File: config.mk
export PLATFORM = sky130hd
export DESIGN_NAME = ours_axi4_r_id_demux
export DESIGN_NICKNAME = d
export VERILOG_FILES = /design/src/rtl/ours_axi4_r_id_demux.sv
export SDC_FILE = /design/constraint.sdc
export NUM_CORES = 1
export LEC_CHECK = 0
export BUFFER_PORTS_ARGS = -buffer_cell sky130_fd_sc_hd__buf_2
export CORE_AREA = 8 8 158 308
export DETAILED_ROUTE_END_ITERATION = 6
export DIE_AREA = 0 0 166 316
export PLACE_DENSITY = 0.66
export SLEW_MARGIN = 20
export SYNTH_ARGS = -nofsm -noshare
export SYNTH_HDL_FRONTEND = slang
export SYNTH_SLANG_ARGS = --single-unit
File: constraint.sdc
create_clock -name clk -period 11.7 [get_ports clk]
set_input_delay 2.34 -clock clk [delete_from_list [all_inputs] [get_ports clk]]
set_output_delay 2.34 -clock clk [all_outputs]
set_load 0.01 [all_outputs]
File: src/rtl/ours_axi4_r_id_demux.sv
// ---------------------------------------------------------------------------
// ours_axi4_r_id_demux
//
// Single-input, N-output AXI4 R-channel router. Each incoming burst is steered
// to one output port chosen by an ID field in the first beat's payload. The
// route stays locked until the beat carrying rlast. Each output port has its
// own small FIFO, so a stalled port only blocks input when the beat being
// offered actually targets that port and its FIFO is full. Bursts with an
// illegal ID (sel >= N_OUTPUT) are accepted and discarded. Each one raises a
// one-cycle error pulse and increments a saturating counter.
//
// Ports:
//   clk, rst      clock, synchronous active-high reset
//   slave_rvld    incoming R beat valid
//   slave_r       incoming R beat payload (ID field and rlast inside)
//   slave_rrdy    incoming beat ready
//   master_rvld   per-port beat valid (FIFO non-empty)
//   master_r      per-port payload (FIFO head, unmodified input beat)
//   master_rrdy   per-port ready
//   err_id_vld    one-cycle pulse, registered, after an illegal-ID first beat
//   err_cnt       saturating count of illegal-ID bursts
//   clk_en        request to keep the clock running (for an external ICG)
//   dbg_state     FSM state: 0 = IDLE, 1 = BURST, 2 = DROP
//
// Handshake: a beat transfers on a rising clk edge where valid & ready are
// both high. Valid may not depend on ready. Once raised, valid and its payload
// stay stable until the transfer happens. Ready may be raised or lowered at
// any time.
// ---------------------------------------------------------------------------
module ours_axi4_r_id_demux #(
    parameter int N_OUTPUT       = 4,
    parameter int WIDTH          = 64,
    parameter int RLAST_POSITION = 0,
    parameter int ID_LSB         = 1,
    parameter int ID_WIDTH       = 2,
    parameter int BUF_DEPTH      = 2
) (
    input  logic                             clk,
    input  logic                             rst,
    input  logic                             slave_rvld,
    input  logic [WIDTH-1:0]                 slave_r,
    output logic                             slave_rrdy,
    output logic [N_OUTPUT-1:0]              master_rvld,
    output logic [N_OUTPUT-1:0][WIDTH-1:0]   master_r,
    input  logic [N_OUTPUT-1:0]              master_rrdy,
    output logic                             err_id_vld,
    output logic [15:0]                      err_cnt,
    output logic                             clk_en,
    output logic [1:0]                       dbg_state
);

    localparam int NSEL = 2 ** ID_WIDTH;
    localparam int PTRW = (BUF_DEPTH > 1) ? $clog2(BUF_DEPTH) : 1;
    localparam int CW   = $clog2(BUF_DEPTH + 1);

    typedef enum logic [1:0] {
        ST_IDLE  = 2'd0,
        ST_BURST = 2'd1,
        ST_DROP  = 2'd2
    } state_t;

    state_t                state;
    logic [ID_WIDTH-1:0]   port_q;

    logic [ID_WIDTH-1:0]   sel;
    logic                  rlast;
    logic                  sel_legal;
    logic [ID_WIDTH-1:0]   tgt;
    logic                  routing;
    logic                  accept;
    logic [N_OUTPUT-1:0]   fifo_full;
    logic [N_OUTPUT-1:0]   fifo_nempty;
    logic [NSEL-1:0]       full_ext;

    assign sel       = slave_r[ID_LSB +: ID_WIDTH];
    assign rlast     = slave_r[RLAST_POSITION];
    assign sel_legal = ({1'b0, sel} < (ID_WIDTH + 1)'(N_OUTPUT));

    // Full flags padded out to every encodable sel value so any sel can index
    // them; the padding entries are never used because sel_legal gates them.
    always_comb begin
        full_ext               = '0;
        full_ext[N_OUTPUT-1:0] = fifo_full;
    end

    // In BURST the locked port wins over whatever sel the beat carries.
    assign tgt     = (state == ST_BURST) ? port_q : sel;
    assign routing = ((state == ST_IDLE) && sel_legal) || (state == ST_BURST);

    // Ready looks only at the full flag, never at this cycle's pop, so there
    // is no combinational path from master_rrdy to slave_rrdy.
    always_comb begin
        slave_rrdy = 1'b0;
        if (!rst) begin
            case (state)
                ST_IDLE:  slave_rrdy = sel_legal ? ~full_ext[sel] : 1'b1;
                ST_BURST: slave_rrdy = ~full_ext[port_q];
                ST_DROP:  slave_rrdy = 1'b1;
                default:  slave_rrdy = 1'b0;
            endcase
        end
    end

    assign accept = slave_rvld & slave_rrdy;

    always_ff @(posedge clk) begin
        if (rst) begin
            state      <= ST_IDLE;
            port_q     <= '0;
            err_id_vld <= 1'b0;
            err_cnt    <= '0;
        end else begin
            err_id_vld <= 1'b0;
            if (accept) begin
                case (state)
                    ST_IDLE: begin
                        if (sel_legal) begin
                            port_q <= sel;
                            if (!rlast) state <= ST_BURST;
                        end else begin
                            err_id_vld <= 1'b1;
                            if (err_cnt != 16'hFFFF) err_cnt <= err_cnt + 16'd1;
                            if (!rlast) state <= ST_DROP;
                        end
                    end
                    ST_BURST, ST_DROP: begin
                        if (rlast) state <= ST_IDLE;
                    end
                    default: state <= ST_IDLE;
                endcase
            end
        end
    end

    assign dbg_state = state;
    assign clk_en    = rst | slave_rvld | (state != ST_IDLE) | (|fifo_nempty);

    for (genvar p = 0; p < N_OUTPUT; p++) begin : g_fifo
        // Sized to a power of two so the pointer indexes it exactly; entries
        // at or beyond BUF_DEPTH are never addressed.
        logic [WIDTH-1:0] mem [2**PTRW];
        logic [PTRW-1:0]  wr_ptr;
        logic [PTRW-1:0]  rd_ptr;
        logic [CW-1:0]    cnt;
        logic             push;
        logic             pop;

        assign push           = accept & routing & (tgt == ID_WIDTH'(p));
        assign pop            = master_rvld[p] & master_rrdy[p];
        assign fifo_full[p]   = (cnt == CW'(BUF_DEPTH));
        assign fifo_nempty[p] = (cnt != '0);
        assign master_rvld[p] = ~rst & fifo_nempty[p];
        assign master_r[p]    = mem[rd_ptr];

        always_ff @(posedge clk) begin
            if (push) mem[wr_ptr] <= slave_r;
        end

        always_ff @(posedge clk) begin
            if (rst) begin
                wr_ptr <= '0;
                rd_ptr <= '0;
                cnt    <= '0;
            end else begin
                if (push)
                    wr_ptr <= (wr_ptr == PTRW'(BUF_DEPTH - 1)) ? '0 : wr_ptr + 1'b1;
                if (pop)
                    rd_ptr <= (rd_ptr == PTRW'(BUF_DEPTH - 1)) ? '0 : rd_ptr + 1'b1;
                if (push && !pop)
                    cnt <= cnt + 1'b1;
                else if (pop && !push)
                    cnt <= cnt - 1'b1;
            end
        end
    end

endmodule

# Yosys cells after proc, flatten, opt, wreduce, memory -nomap -nowiden

Memories as Yosys holds them, arrays and structs flattened. A register that Yosys moved wholly into a read port is not among the register bits.
Cells that the tools add are included.

Memories: 4
Word-level logic and storage cells: 141
Bits in registers: 20
Output and inout port bits: 281
Bits of input ports: 71
RAM bits: 512

$add $sub $neg: 16
Multiplexer cells: 42
Order comparisons: 2
Reduce and logical (&&, ||, !) cells: 32
Eq/ne operators: 11
Bitwise operators: 20

Memory list:

| name          | depth | width | rd ports | clocked after Yosys merged registers in | wr ports | RTL line | RTL |
|---|---|---|---|---|---|---|---|
| g_fifo[0].mem | 2     | 64    | 1        | 1                                       | 1        | 141      | `logic [WIDTH-1:0] mem [2**PTRW];` |
| g_fifo[1].mem | 2     | 64    | 1        | 1                                       | 1        | 141      |  |
| g_fifo[2].mem | 2     | 64    | 1        | 1                                       | 1        | 141      |  |
| g_fifo[3].mem | 2     | 64    | 1        | 1                                       | 1        | 141      |  |

Operator list:

| cell                                                        | count |
|---|---|
| two-way mux 1 bit                                           | 27 |
| two-way mux 2 bit                                           | 11 |
| nonzero test 2 bit                                          | 9 |
| AND 1 bit                                                   | 14 |
| == test 2 bit (second input constant)                       | 7 |
| adder 1 bit (second input constant)                         | 8 |
| adder 2 x 1 -> 2 bit (second input constant)                | 4 |
| logical AND 1 bit                                           | 8 |
| logical NOT 1 bit                                           | 8 |
| subtractor 2 x 1 -> 2 bit (second input constant)           | 4 |
| less-than comparator 2 x 3 -> 1 bit (second input constant) | 2 |
| binary-select mux 1 bit (select 2 bit)                      | 2 |
| == test 2 x 1 -> 1 bit (second input constant)              | 2 |
| logical NOT 2 bit                                           | 2 |
| inequality test 2 bit (second input constant)               | 2 |
| one-hot mux 2 bit (2 select lines)                          | 1 |
| OR reduction 4 bit                                          | 1 |
| NOT 1 bit                                                   | 3 |
| bitwise OR 1 bit                                            | 3 |
| one-hot mux 1 bit (3 select lines)                          | 1 |
| AND reduction 3 bit                                         | 1 |
| AND reduction 2 bit                                         | 1 |
| OR reduction 2 bit                                          | 1 |
| logical OR 1 bit                                            | 1 |

# Longest topological paths before layout

Word-level depth: 13
Gate-level depth with buffers: 8
Gate-level depth less buffers: 7

# Worst setup path before layout

Ideal clock, no wire load.

Path type: input to register
From: in slave_r[1]
To: mem g_fifo[2].mem[0][0], enable pin
Required time: 11206 ps
Library setup time: 494 ps
Stages: 4
Path buffers: 0
Slack: 5134 ps
Arrival time: 6072 ps
Cell sequence: or4b_1 -> nor4_1 -> a31o_2 -> nor2b_1

Word-level cells in the longest chain between the ends: 10
Elaborated cells between the ends (all ways): 12
Classes of those cells: 1 x eq/ne; 7 x mux; 4 x bitwise

RTL lines:

| element                                     | RTL line | RTL |
|---|---|---|
| start: declaration                          | 41       | `input logic [WIDTH-1:0] slave_r,` |
| binary-select mux 1 bit (select 2 bit)      | 96       | `ST_IDLE: slave_rrdy = sel_legal ? ~full_ext[sel] : 1'b1;` |
| two-way mux 1 bit (not written as such)     | 96       |  |
| NOT 1 bit                                   | 96       |  |
| one-hot mux 1 bit (3 select lines)          | 95       | `case (state)` |
| two-way mux 1 bit                           | 94       | `if (!rst) begin` |
| AND 1 bit                                   | 104      | `assign accept = slave_rvld & slave_rrdy;` |
| AND 1 bit                                   | 148      | `assign push = accept & routing & (tgt == ID_WIDTH'(p));` |
| AND 1 bit (*)                               | 148      |  |
| net g_fifo[2].push                          | 145      | `logic push;` |
| two-way mux 1 bit (*)                       | 156      | `if (push) mem[wr_ptr] <= slave_r;` |
| two-way mux 1 bit (not written as such) (*) | 156      |  |
| end: declaration                            | 141      |  |

Mark *: on every way through the listed nets, which the timed path passes. The rest lies on a longest branch. The select of a mux whose other input is x is not followed.

# Worst setup path after layout

From: in slave_r[2]
To: out slave_rrdy

Word-level cells in the longest chain between the ends: 5

RTL lines:

| element                                 | RTL line | RTL |
|---|---|---|
| binary-select mux 1 bit (select 2 bit)  | 96       |  |
| two-way mux 1 bit (not written as such) | 96       |  |
| NOT 1 bit                               | 96       |  |
| one-hot mux 1 bit (3 select lines)      | 95       |  |
| two-way mux 1 bit                       | 94       |  |
| end: declaration                        | 42       | `output logic slave_rrdy,` |

Every way passes these cells. The select of a mux whose other input is x is not followed.

==> reports/results.ini <==
[route]
drt-total-wl_mm=45.0
drc=0
drt-vias-per-instance=5.24
ant_nets=0
dr.pass1.iters=4
drt_iter0_drc=577
wire_per_inst_um=23.6
num_vias=9980

[global_route]
grt_start_max_net_pins=65
overflow=0
grt_usage=0.167
antenna_found_initial=4
grt_pass1_vias=10500
grt_pass1_wl_mm=66.3

[floorplan]
io_pins=352
placementRows=110
fp.coreArea_mm2=0.0447
start_util=0.443
die_w_um=166
dieHeight_um=316
die_area_mm2=0.0525

[worst_setup_path]
end_kind=output pin
path_cells=buf_2 -> mux4_2 -> nand2_1 -> a21oi_1 -> buf_2
rr_worst_depth=5
cpMaxStageDelayCell=mux4_2
crit_top_cell=buf_2
crit_fanout=16
critical_path_arrival_ns=3.53
cp_slowest_stage_delay_ns=0.60
start_kind=primary input
cp_data_required_time_ns=9.36
path_class=primary input to output pin

[placed_design]
place_area_mm2=0.0220
gp_congestion=0.821
portBuffers=333
dp_hpwl_mm=27.4

[logic_synthesis]
postSynth.asyncResetShare=0
yosys_warnings=0
syn_area_per_cell_um2=20.8
ys_seq_area_frac=0.800
synth_flop_cell=edfxtp_1
synth_edf_count=512
synthDistinctLibCells=39
synth_area_mm2=0.0198
synth-seq-cells=535
syn_inst=953

[cts]
cts-resized-gates=0
cts-root-buf=clkbuf_16
cts_tree=built
clk_pin_slew_ns=0.07
cts_buffer_depth=3
cts_hold_buf=0
clock_sink_count=535
cts_setup_buffers=0
htreeDepth=2
clk_latency_ns=0.55
cts_buffers=46

[finish]
drive_gt1_frac=0.515
final_cell_mix=edfxtp_1, buf_2, mux2_2, clkbuf_16, dfxtp_1
fillers=3543
layout_commonest_cell=edfxtp_1
stdcell_area_mm2=0.0237
area_growth_pct=19.5
nNetsFinal=1381

[timing]
slew-limit-headroom=0.269
setup_violations=0
skew_ns=0.0150
fin_worst_hold_slack_ns=0.517
tns_ns=0
worstMarginPinSlew_ns=1.10
min_period_ns=5.87
rsz0062_at_grt=false
period_share=0.501
max_clock_freq_mhz=170
drv_slew=0
hold_violations=0

[worst_hold_path]
whs_path_depth=2
min_path_type=flip-flop to flip-flop

[power_and_ir_drop]
power.density_mw_per_mm2=168
leakage_nw=8.21
ir_worst_vdd_mv=0.115

[outcome]
status=completed

[run]
drv_cap=0

cell type report:
cell class | count | area (µm²) | area share
Inverter | 3 | 11.3 | 0.000476
Antenna cell | 2 | 5.00 | 0.000212
Clock inverter | 28 | 302 | 0.0127
Multi-Input combinational cell | 380 | 3760 | 0.159
Clock buffer | 56 | 1250 | 0.0530
Sequential cell | 535 | 15900 | 0.670
Tap cell | 560 | 701 | 0.0296
Timing Repair Buffer | 340 | 1760 | 0.0746
metal layers:
layer / vias up / global-route usage / wire length, µm / share of wire
met5: - / 0 / 27 / 0.00060
li1: 4399 / - / - / -
met1: 5053 / 0.222 / 19200 / 0.43
met3: 47 / 0.0484 / 4090 / 0.091
met4: 4 / 0.0417 / 713 / 0.016
met2: 477 / 0.268 / 21000 / 0.47
sequential cells by signal, indices dropped and copies added, names as in the netlist, named ones only:
signal         flops
dbg_state          1
g_fifo.cnt         8
g_fifo.mem       512
g_fifo.rd_ptr      4
g_fifo.wr_ptr      4
port_q             2
metrics by stage:
step | instances | power [W] | setup WS, ns | util
CTS | 1899 | 0.00402 | 5.84 | 0.527
floorplan | 970 | 0.00234 | 5.13 | -
detailed placement | 1815 | 0.00246 | 5.84 | 0.492
global placement | 1815 | 0.00246 | 5.87 | 0.492
global route | 1902 | 0.00410 | 5.79 | 0.529
finish | 1904 | 0.00398 | 5.83 | 0.529
where the power goes:
group | internal, W | leakage (nW) | switching, W
logic | 0.000107 | 2.64 | 0.000138
clock network | 0.000899 | 0.753 | 0.000663
registers | 0.00214 | 4.81 | 0.0000363
cells by family (layout without fill, tap and decap cells):
family	count (synthesis)	in the layout	synth area share
XOR/XNOR	12	12	0.00531
adder cells (fa/ha/maj)	4	4	0.00253
flip-flops	535	535	0.800
other	1	20	0.000189
AO/OA/AOI/OAI	24	24	0.00866
multiplexers	265	265	0.152
buffers and inverters	55	427	0.0152
AND/OR/NAND/NOR	57	57	0.0166
final timing paths:
| kind | slack [ns] | to | start |
|---|---|---|---|
| setup / recovery | 5.83 | slave_rrdy | slave_r[2] |
| hold / removal | 0.52 | flip-flop | g_fifo[2].rd_ptr$_SDFFE_PP0P_ |
| setup reg to reg | 8.30 | g_fifo[2].mem[0][25]$_DFFE_PP_ | dbg_state[0]$_SDFFE_PP0P_ |
| hold reg to reg | 0.52 | flip-flop | g_fifo[2].rd_ptr$_SDFFE_PP0P_ |
critical path, delay by kind of cell:
| family | cells | cell delay [ns] |
|---|---|---|
| muxes | 1 | 0.60 |
| buffers and inverters | 2 | 0.41 |
| and+or+nand+nor | 1 | 0.10 |
| AOI/OAI and AO/OA | 1 | 0.06 |
Yosys cell counts, drive strengths merged (2+ instances only):
| cell type | instances | area, µm² |
|---|---|---|
| nor2b | 6 | 37.5 |
| nand2 | 11 | 41.3 |
| nand2b | 4 | 32.5 |
| buf | 23 | 181 |
| dfxtp | 23 | 460 |
| inv | 3 | 11.3 |
| mux2 | 259 | 2920 |
| o21ai | 4 | 20.0 |
| mux2i | 4 | 40.0 |
| o211ai | 2 | 15.0 |
| edfxtp | 512 | 15400 |
| ha | 4 | 50.1 |
| a31o | 2 | 17.5 |
| o21ba | 4 | 40.0 |
| xor2 | 12 | 105 |
| mux4 | 2 | 45.0 |
| clkbuf | 29 | 109 |
| or3 | 4 | 25.0 |
| nand3b | 2 | 15.0 |
| nor2 | 13 | 48.8 |
| and2 | 4 | 25.0 |
| a21oi | 9 | 45.0 |
| nor4 | 4 | 25.0 |
Power figures use the tool's default switching activity.
